[src/rtl/multicycle_seq_if.sv]
// Control/handshake bundle between the multicycle sequencer (master) and
// the datapath, instruction memory and data memory (slave).
interface multicycle_seq_if;
    logic        start;
    logic        instr_valid;
    logic [5:0]  opcode;
    logic        equal;
    logic        alu_done;
    logic        mem_ready;

    logic        instr_req;
    logic        ir_wr;
    logic        pc_wr;
    logic        RegDst;
    logic        AluSrc;
    logic        MemtoReg;
    logic        RegWr;
    logic        MemWr;
    logic        MemRd;
    logic        nPC_sel;
    logic [2:0]  ALUctr;
    logic        alu_start;
    logic        busy;
    logic        err;
    logic [15:0] retired;

    modport master (
        input  start, instr_valid, opcode, equal, alu_done, mem_ready,
        output instr_req, ir_wr, pc_wr, RegDst, AluSrc, MemtoReg, RegWr,
               MemWr, MemRd, nPC_sel, ALUctr, alu_start, busy, err, retired
    );

    modport slave (
        output start, instr_valid, opcode, equal, alu_done, mem_ready,
        input  instr_req, ir_wr, pc_wr, RegDst, AluSrc, MemtoReg, RegWr,
               MemWr, MemRd, nPC_sel, ALUctr, alu_start, busy, err, retired
    );
endinterface

[src/rtl/multicycle_seq.sv]
// Multicycle instruction sequencer: fetch/decode/execute control with bounded
// handshake waits on the multicycle ALU and the data memory.
module multicycle_seq #(
    parameter int unsigned MAX_WAIT = 32
) (
    input logic              clk,
    input logic              rst,
    multicycle_seq_if.master bus
);
    typedef enum logic [2:0] {
        S_IDLE, S_FETCH, S_DECODE, S_EXEC, S_WAIT_ALU, S_MEM, S_WB, S_ERR
    } state_t;

    typedef enum logic [2:0] {
        OP_LW, OP_SW, OP_BEQ, OP_ADD, OP_SUB, OP_MUL, OP_DIV, OP_FLOAT
    } op_t;

    localparam int unsigned CW = $clog2(MAX_WAIT + 1);

    state_t        state, state_nx;
    op_t           op_q, op_nx;
    logic          taken_q, taken_nx;
    logic [CW-1:0] wait_cnt, wait_nx, wait_inc;
    logic [15:0]   retired_q, retired_nx;
    logic          is_mem, is_long;

    function automatic logic [2:0] alu_code(op_t op);
        case (op)
            OP_BEQ, OP_SUB: return 3'b001;
            OP_MUL:         return 3'b010;
            OP_DIV:         return 3'b100;
            OP_FLOAT:       return 3'b110;
            default:        return 3'b000;
        endcase
    endfunction

    assign is_mem      = (op_q == OP_LW) || (op_q == OP_SW);
    assign is_long     = (op_q == OP_MUL) || (op_q == OP_DIV) || (op_q == OP_FLOAT);
    assign wait_inc    = wait_cnt + 1'b1;
    assign bus.retired = retired_q;

    always_ff @(posedge clk) begin
        if (rst) begin
            state     <= S_IDLE;
            op_q      <= OP_LW;
            taken_q   <= 1'b0;
            wait_cnt  <= '0;
            retired_q <= '0;
        end else begin
            state     <= state_nx;
            op_q      <= op_nx;
            taken_q   <= taken_nx;
            wait_cnt  <= wait_nx;
            retired_q <= retired_nx;
        end
    end

    always_comb begin
        state_nx      = state;
        op_nx         = op_q;
        taken_nx      = taken_q;
        wait_nx       = wait_cnt;
        retired_nx    = retired_q;
        bus.instr_req = 1'b0;
        bus.ir_wr     = 1'b0;
        bus.pc_wr     = 1'b0;
        bus.RegDst    = 1'b0;
        bus.AluSrc    = 1'b0;
        bus.MemtoReg  = 1'b0;
        bus.RegWr     = 1'b0;
        bus.MemWr     = 1'b0;
        bus.MemRd     = 1'b0;
        bus.nPC_sel   = 1'b0;
        bus.ALUctr    = '0;
        bus.alu_start = 1'b0;
        bus.err       = 1'b0;
        case (state)
            S_IDLE: if (bus.start) state_nx = S_FETCH;
            S_FETCH: begin
                bus.instr_req = 1'b1;
                if (bus.instr_valid) begin
                    bus.ir_wr = 1'b1;
                    state_nx  = S_DECODE;
                end
            end
            S_DECODE: begin
                op_nx    = op_t'(bus.opcode[2:0]);
                state_nx = (bus.opcode[5:3] != 3'b000) ? S_ERR : S_EXEC;
            end
            S_EXEC: begin
                bus.ALUctr = alu_code(op_q);
                bus.AluSrc = is_mem;
                wait_nx    = '0;
                if (is_mem) begin
                    state_nx = S_MEM;
                end else if (is_long) begin
                    bus.alu_start = 1'b1;
                    state_nx      = S_WAIT_ALU;
                end else begin
                    taken_nx = bus.equal && (op_q == OP_BEQ);
                    state_nx = S_WB;
                end
            end
            S_WAIT_ALU: begin
                bus.ALUctr = alu_code(op_q);
                wait_nx    = wait_inc;
                // A handshake on the final allowed cycle wins over the timeout.
                if (bus.alu_done)                    state_nx = S_WB;
                else if (wait_inc == CW'(MAX_WAIT))  state_nx = S_ERR;
            end
            S_MEM: begin
                bus.ALUctr = alu_code(op_q);
                bus.AluSrc = 1'b1;
                bus.MemRd  = (op_q == OP_LW);
                bus.MemWr  = (op_q == OP_SW);
                wait_nx    = wait_inc;
                if (bus.mem_ready)                   state_nx = S_WB;
                else if (wait_inc == CW'(MAX_WAIT))  state_nx = S_ERR;
            end
            S_WB: begin
                bus.pc_wr  = 1'b1;
                retired_nx = retired_q + 16'd1;
                case (op_q)
                    OP_LW: begin
                        bus.MemtoReg = 1'b1;
                        bus.RegWr    = 1'b1;
                    end
                    OP_SW:  ;
                    OP_BEQ: bus.nPC_sel = taken_q;
                    default: begin
                        bus.RegWr  = 1'b1;
                        bus.RegDst = 1'b1;
                    end
                endcase
                state_nx = bus.start ? S_FETCH : S_IDLE;
            end
            S_ERR: bus.err = 1'b1;
            default: state_nx = S_IDLE;
        endcase
        bus.busy = (state != S_IDLE) && (state != S_ERR);
    end
endmodule

[src/flat_wrapper.sv]
// flat-port wrapper written by rule: the top's interface ports become plain ports
module multicycle_seq_flat 
#(
    parameter int unsigned MAX_WAIT = 32
)
  (clk, rst, bus_start, bus_instr_valid, bus_opcode, bus_equal, bus_alu_done, bus_mem_ready, bus_instr_req, bus_ir_wr, bus_pc_wr, bus_RegDst, bus_AluSrc, bus_MemtoReg, bus_RegWr, bus_MemWr, bus_MemRd, bus_nPC_sel, bus_ALUctr, bus_alu_start, bus_busy, bus_err, bus_retired);
  multicycle_seq_if bus_i ();
  input logic clk;
  input logic rst;
  input wire logic [$bits(bus_i.start)-1:0] bus_start;
  input wire logic [$bits(bus_i.instr_valid)-1:0] bus_instr_valid;
  input wire logic [$bits(bus_i.opcode)-1:0] bus_opcode;
  input wire logic [$bits(bus_i.equal)-1:0] bus_equal;
  input wire logic [$bits(bus_i.alu_done)-1:0] bus_alu_done;
  input wire logic [$bits(bus_i.mem_ready)-1:0] bus_mem_ready;
  output wire logic [$bits(bus_i.instr_req)-1:0] bus_instr_req;
  output wire logic [$bits(bus_i.ir_wr)-1:0] bus_ir_wr;
  output wire logic [$bits(bus_i.pc_wr)-1:0] bus_pc_wr;
  output wire logic [$bits(bus_i.RegDst)-1:0] bus_RegDst;
  output wire logic [$bits(bus_i.AluSrc)-1:0] bus_AluSrc;
  output wire logic [$bits(bus_i.MemtoReg)-1:0] bus_MemtoReg;
  output wire logic [$bits(bus_i.RegWr)-1:0] bus_RegWr;
  output wire logic [$bits(bus_i.MemWr)-1:0] bus_MemWr;
  output wire logic [$bits(bus_i.MemRd)-1:0] bus_MemRd;
  output wire logic [$bits(bus_i.nPC_sel)-1:0] bus_nPC_sel;
  output wire logic [$bits(bus_i.ALUctr)-1:0] bus_ALUctr;
  output wire logic [$bits(bus_i.alu_start)-1:0] bus_alu_start;
  output wire logic [$bits(bus_i.busy)-1:0] bus_busy;
  output wire logic [$bits(bus_i.err)-1:0] bus_err;
  output wire logic [$bits(bus_i.retired)-1:0] bus_retired;
  assign bus_i.start = bus_start;
  assign bus_i.instr_valid = bus_instr_valid;
  assign bus_i.opcode = bus_opcode;
  assign bus_i.equal = bus_equal;
  assign bus_i.alu_done = bus_alu_done;
  assign bus_i.mem_ready = bus_mem_ready;
  assign bus_instr_req = bus_i.instr_req;
  assign bus_ir_wr = bus_i.ir_wr;
  assign bus_pc_wr = bus_i.pc_wr;
  assign bus_RegDst = bus_i.RegDst;
  assign bus_AluSrc = bus_i.AluSrc;
  assign bus_MemtoReg = bus_i.MemtoReg;
  assign bus_RegWr = bus_i.RegWr;
  assign bus_MemWr = bus_i.MemWr;
  assign bus_MemRd = bus_i.MemRd;
  assign bus_nPC_sel = bus_i.nPC_sel;
  assign bus_ALUctr = bus_i.ALUctr;
  assign bus_alu_start = bus_i.alu_start;
  assign bus_busy = bus_i.busy;
  assign bus_err = bus_i.err;
  assign bus_retired = bus_i.retired;
  multicycle_seq #(.MAX_WAIT(MAX_WAIT)) u_core (.clk(clk), .rst(rst), .bus(bus_i));
endmodule
[config.mk]
export PLATFORM = sky130hd
export DESIGN_NAME = multicycle_seq_flat
export DESIGN_NICKNAME = d
export VERILOG_FILES = /design/src/rtl/multicycle_seq_if.sv /design/src/rtl/multicycle_seq.sv /design/src/flat_wrapper.sv
export SDC_FILE = /design/constraint.sdc
export NUM_CORES = 1
export LEC_CHECK = 0
export CORE_MARGIN = 10
export CORE_UTILIZATION = 45
export CTS_BUF_LIST = sky130_fd_sc_hd__clkbuf_4 sky130_fd_sc_hd__clkbuf_8
export DETAILED_ROUTE_END_ITERATION = 10
export PLACE_DENSITY = 0.76
export SETUP_SLACK_MARGIN = 0.1
export SLEW_MARGIN = 10
export SYNTH_ARGS = -nofsm -noshare
export SYNTH_HDL_FRONTEND = slang
export SYNTH_SLANG_ARGS = --single-unit
export TNS_END_PERCENT = 20
[constraint.sdc]
create_clock -name clk -period 1.4 [get_ports clk]
set_input_delay 0.21 -clock clk [delete_from_list [all_inputs] [get_ports clk]]
set_output_delay 0.21 -clock clk [all_outputs]
set_load 0.01 [all_outputs]
==> flow_summary.yaml <==
run_status:
  run_status: "complete, but fails checks"
  violations: "negative setup slack"
critical_path:
  critPathKind: "flip-flop to output pin"
  cp_cell_sequence: "buf_6 > nand3b_1 > nand2_1 > and3_4 > buf_6"
  path_common_cell: "sky130_fd_sc_hd__buf_6"
  cp_max_fo: 6
  crit_arrival_ns: 1.31
  worst-endpoint-required_ns: 1.19
  startpoint_kind_of_the_worst_setup_timing_path: "flip-flop"
  crit_path_end_kind: "output pin"
  worst_path_max_delay_cell: "sky130_fd_sc_hd__dfxtp_4"
  max_stage_delay_ns: 0.40
  crit_start: "u_core.state[1]"
  reg_to_reg_critical_path_startpoint: "u_core.state[1]"
  timing.reg2reg.setup_slack_ns: -0.06
routing:
  routed_wirelength_um: 5230
  drtPass1Iterations: 4
  route.vias.total: 1859
  first_iter_violations: 89
  drc_violations_left: 0
  route.detailed.vias_per_inst: 5.342
  wire_length_per_cell_after_detailed_routing_um: 15.03
  ant_nets: 0
timing:
  report.final.setup_viol: 18
  max_freq_mhz: 658.3
  timing.final.ws_setup_ns: -0.1190
  timing.slew.headroom_pct: 79.06
  final_max_slew_viol_count: 0
  period_minus_slack_ns: 1.519
  timing_hold_violations_final: 0
  worst_clock_skew_ns: 0.006782
  tightest_slew_ns: 0.3062
  finalCritPeriodShare_pct: 108.5
  rsz0062_at_grt: "true"
placed_design:
  place_congestion: 0.7920
  dp_worst_setup_slack_ns: -0.3335
  dpl.hpwl_um: 3530
  dpl_cell_area_sq_um: 2527
  dp.cells: 329
  io_buffer_count: 44
layout:
  synthToLayoutAreaGrowth_pct: 71.90
  final_layout_size_suffix_gt1_share_pct: 46.67
  finish.cell_count_without_fillers: 348
  insertedDiodeCount: 0
  fin_area_sq_um: 2863
  multiInputGateArea_sq_um: 1200
  regArea_sq_um: 619.3
  n_fill_cell: 229
  final_nets: 314
clock_tree:
  clock_tree_from_tritoncts: "done"
  clock_sink_count: 29
  ctsLongestPathBuffers: 2
  clk_tree_root_cell: "sky130_fd_sc_hd__clkbuf_8"
  cts-htree-levels: 2
  clkSlewWorstSetupHoldPaths_ns: 0.07
  numCtsBuffers: 5
  hold_buffers: 0
  worstSkewPairLatency_ns: 0.28
global_routing:
  grt_max_degree: 26
  grt_overflow: 0
  grt_antenna_before_repair: 0
  first_pass_grt_wire_length_um: 8059
  first_global_vias: 1755
  track_usage_pct: 15.32
synthesis:
  postSynth.topFlopCell: "sky130_fd_sc_hd__dfxtp_1"
  postSynth.asyncResetShare_pct: 0
  ys_ff_latch: 29
  synth.avg_cell_area_sq_um: 8.084
  seq_area_frac_synth_pct: 34.86
  synth.top_cells.by_area: "sky130_fd_sc_hd__dfxtp_1 (35%), sky130_fd_sc_hd__nor2_1 (5.4%), sky130_fd_sc_hd__xor2_1 (5.3%)"
  netlist_area_before_placement_sq_um: 1665
  post_synth_inst_count: 206
  yosysTopAreaCell: "sky130_fd_sc_hd__dfxtp_1"
  yosys_warnings: 0
  synth_enable_flop_cells: 0
  yosys.cell_count.top_type: "sky130_fd_sc_hd__dfxtp_1"
  share_of_yosys_cell_area_claimed_by_the_top_area_cell_type_pct: 34.86
  most_instantiated_cells_after_synthesis: "sky130_fd_sc_hd__dfxtp_1 (29), sky130_fd_sc_hd__nor2_1 (24), sky130_fd_sc_hd__a21oi_1 (13), sky130_fd_sc_hd__nand2_1 (13)"
  synthesis.nets: 221
  ys_types: 47
floorplanning:
  site_row_count: 22
  chip_height_um: 80.84
  num_io_pins: 45
  dieArea_sq_um: 6534
  core_region_area_sq_um: 3606
  die_x_um: 80.84
  floorplan.initialDensity_pct: 46.18
worst_hold_path:
  worstHoldPathType: "flip-flop to flip-flop"
  holdCritStartpoint: "u_core.taken_q"
pwr:
  power_per_cell_area_nw_per_um2: 661.2
  peakVddDrop_mv: 0.4865
  power.static_leakage_uw: 0.001364
job:
  max_cap_viol_count: 0
==> placed cells by master (no fill, tap or decap), types with 9 or more instances in the layout <==
cell	instances
sky130_fd_sc_hd__dlymetal6s2s_1	11
sky130_fd_sc_hd__buf_2	12
sky130_fd_sc_hd__xor2_1	10
sky130_fd_sc_hd__nand2_1	13
sky130_fd_sc_hd__buf_6	13
sky130_fd_sc_hd__a21oi_1	9
sky130_fd_sc_hd__dfxtp_2	13
sky130_fd_sc_hd__buf_4	45
sky130_fd_sc_hd__dfxtp_1	10
sky130_fd_sc_hd__nor2_1	23
sky130_fd_sc_hd__clkdlybuf4s50_1	12
==> stage by stage <==
stage / total power [uW] / util (%) / hold WS (ns) / setup TNS (ns)
2_1_floorplan: 983.9 / - / 0.3572 / 0
3_3_place_gp: 1104 / 70.09 / 0.4414 / -4.709
3_5_place_dp: 1108 / 70.09 / 0.4465 / -5.609
4_1_cts: 1880 / 75.43 / 0.4569 / -1.686
5_1_grt: 1972 / 79.39 / 0.5135 / -2.421
6_report: 1893 / 79.39 / 0.4635 / -0.9893
==> state kept, by name, indices dropped and copies added, names as in the netlist <==
| name | count |
|---|---|
| u_core.bus.retired | 16 |
| u_core.wait_cnt | 6 |
| u_core.op_q | 3 |
| u_core.state | 3 |
| u_core.taken_q | 1 |
==> where the power goes <==
group | switching [uW] | internal (uW) | leakage (uW)
Combinational | 124 | 160 | 0.00107
Sequential | 18.5 | 829 | 0.000245
Clock | 323 | 439 | 0.0000523
Total | 465 | 1430 | 0.00136
==> worst max-delay path, delay by kind of cell (launching register included) <==
kind	cells	cell delay, ns
AND/OR/NAND/NOR	3	0.42
buffers and inverters	2	0.20
flip-flops	1	0.40
==> area by class of cell <==
class | count | share of cell area, %
Inverter | 1 | 0.3059
Multi-Input combinational cell | 162 | 41.91
Timing Repair Buffer | 100 | 30.64
Clock buffer | 8 | 3.409
Sequential cell | 29 | 21.63
Tap cell | 48 | 2.098
==> per-layer routing <==
metal / GRT usage (%) / routed length (um)
met1: 17.09 / 2273
met2: 26.67 / 2672
met3: 5.298 / 183
met4: 5.017 / 101
met5: 0 / 0
==> final timing paths <==
path,to,depth (start not counted)
worst min register to register,u_core.taken_q,2
worst min-delay path,u_core.taken_q,2
worst max register to register,u_core.state[1],6
worst max-delay path,bus_ALUctr[1],5
==> cell families (layout without fill, tap and decap cells) <==
kind of cell	count (synthesis)	count (layout)	synth area share (%)
simple gates	100	100	34.03
mux	4	4	2.404
fa+ha+maj	2	2	1.502
xor+xnor	14	14	7.362
buf+inv	15	109	3.907
compound gates	42	42	15.93
flops	29	29	34.86
==> repair_timing <==
action	CTS	global route
resized for setup	97	43
endpoints found under the setup margin	56	54
buffers inserted	7	3
pin swaps	7	18
gates cloned	0	1
No activity file was read; power rests on OpenSTA's default activity.
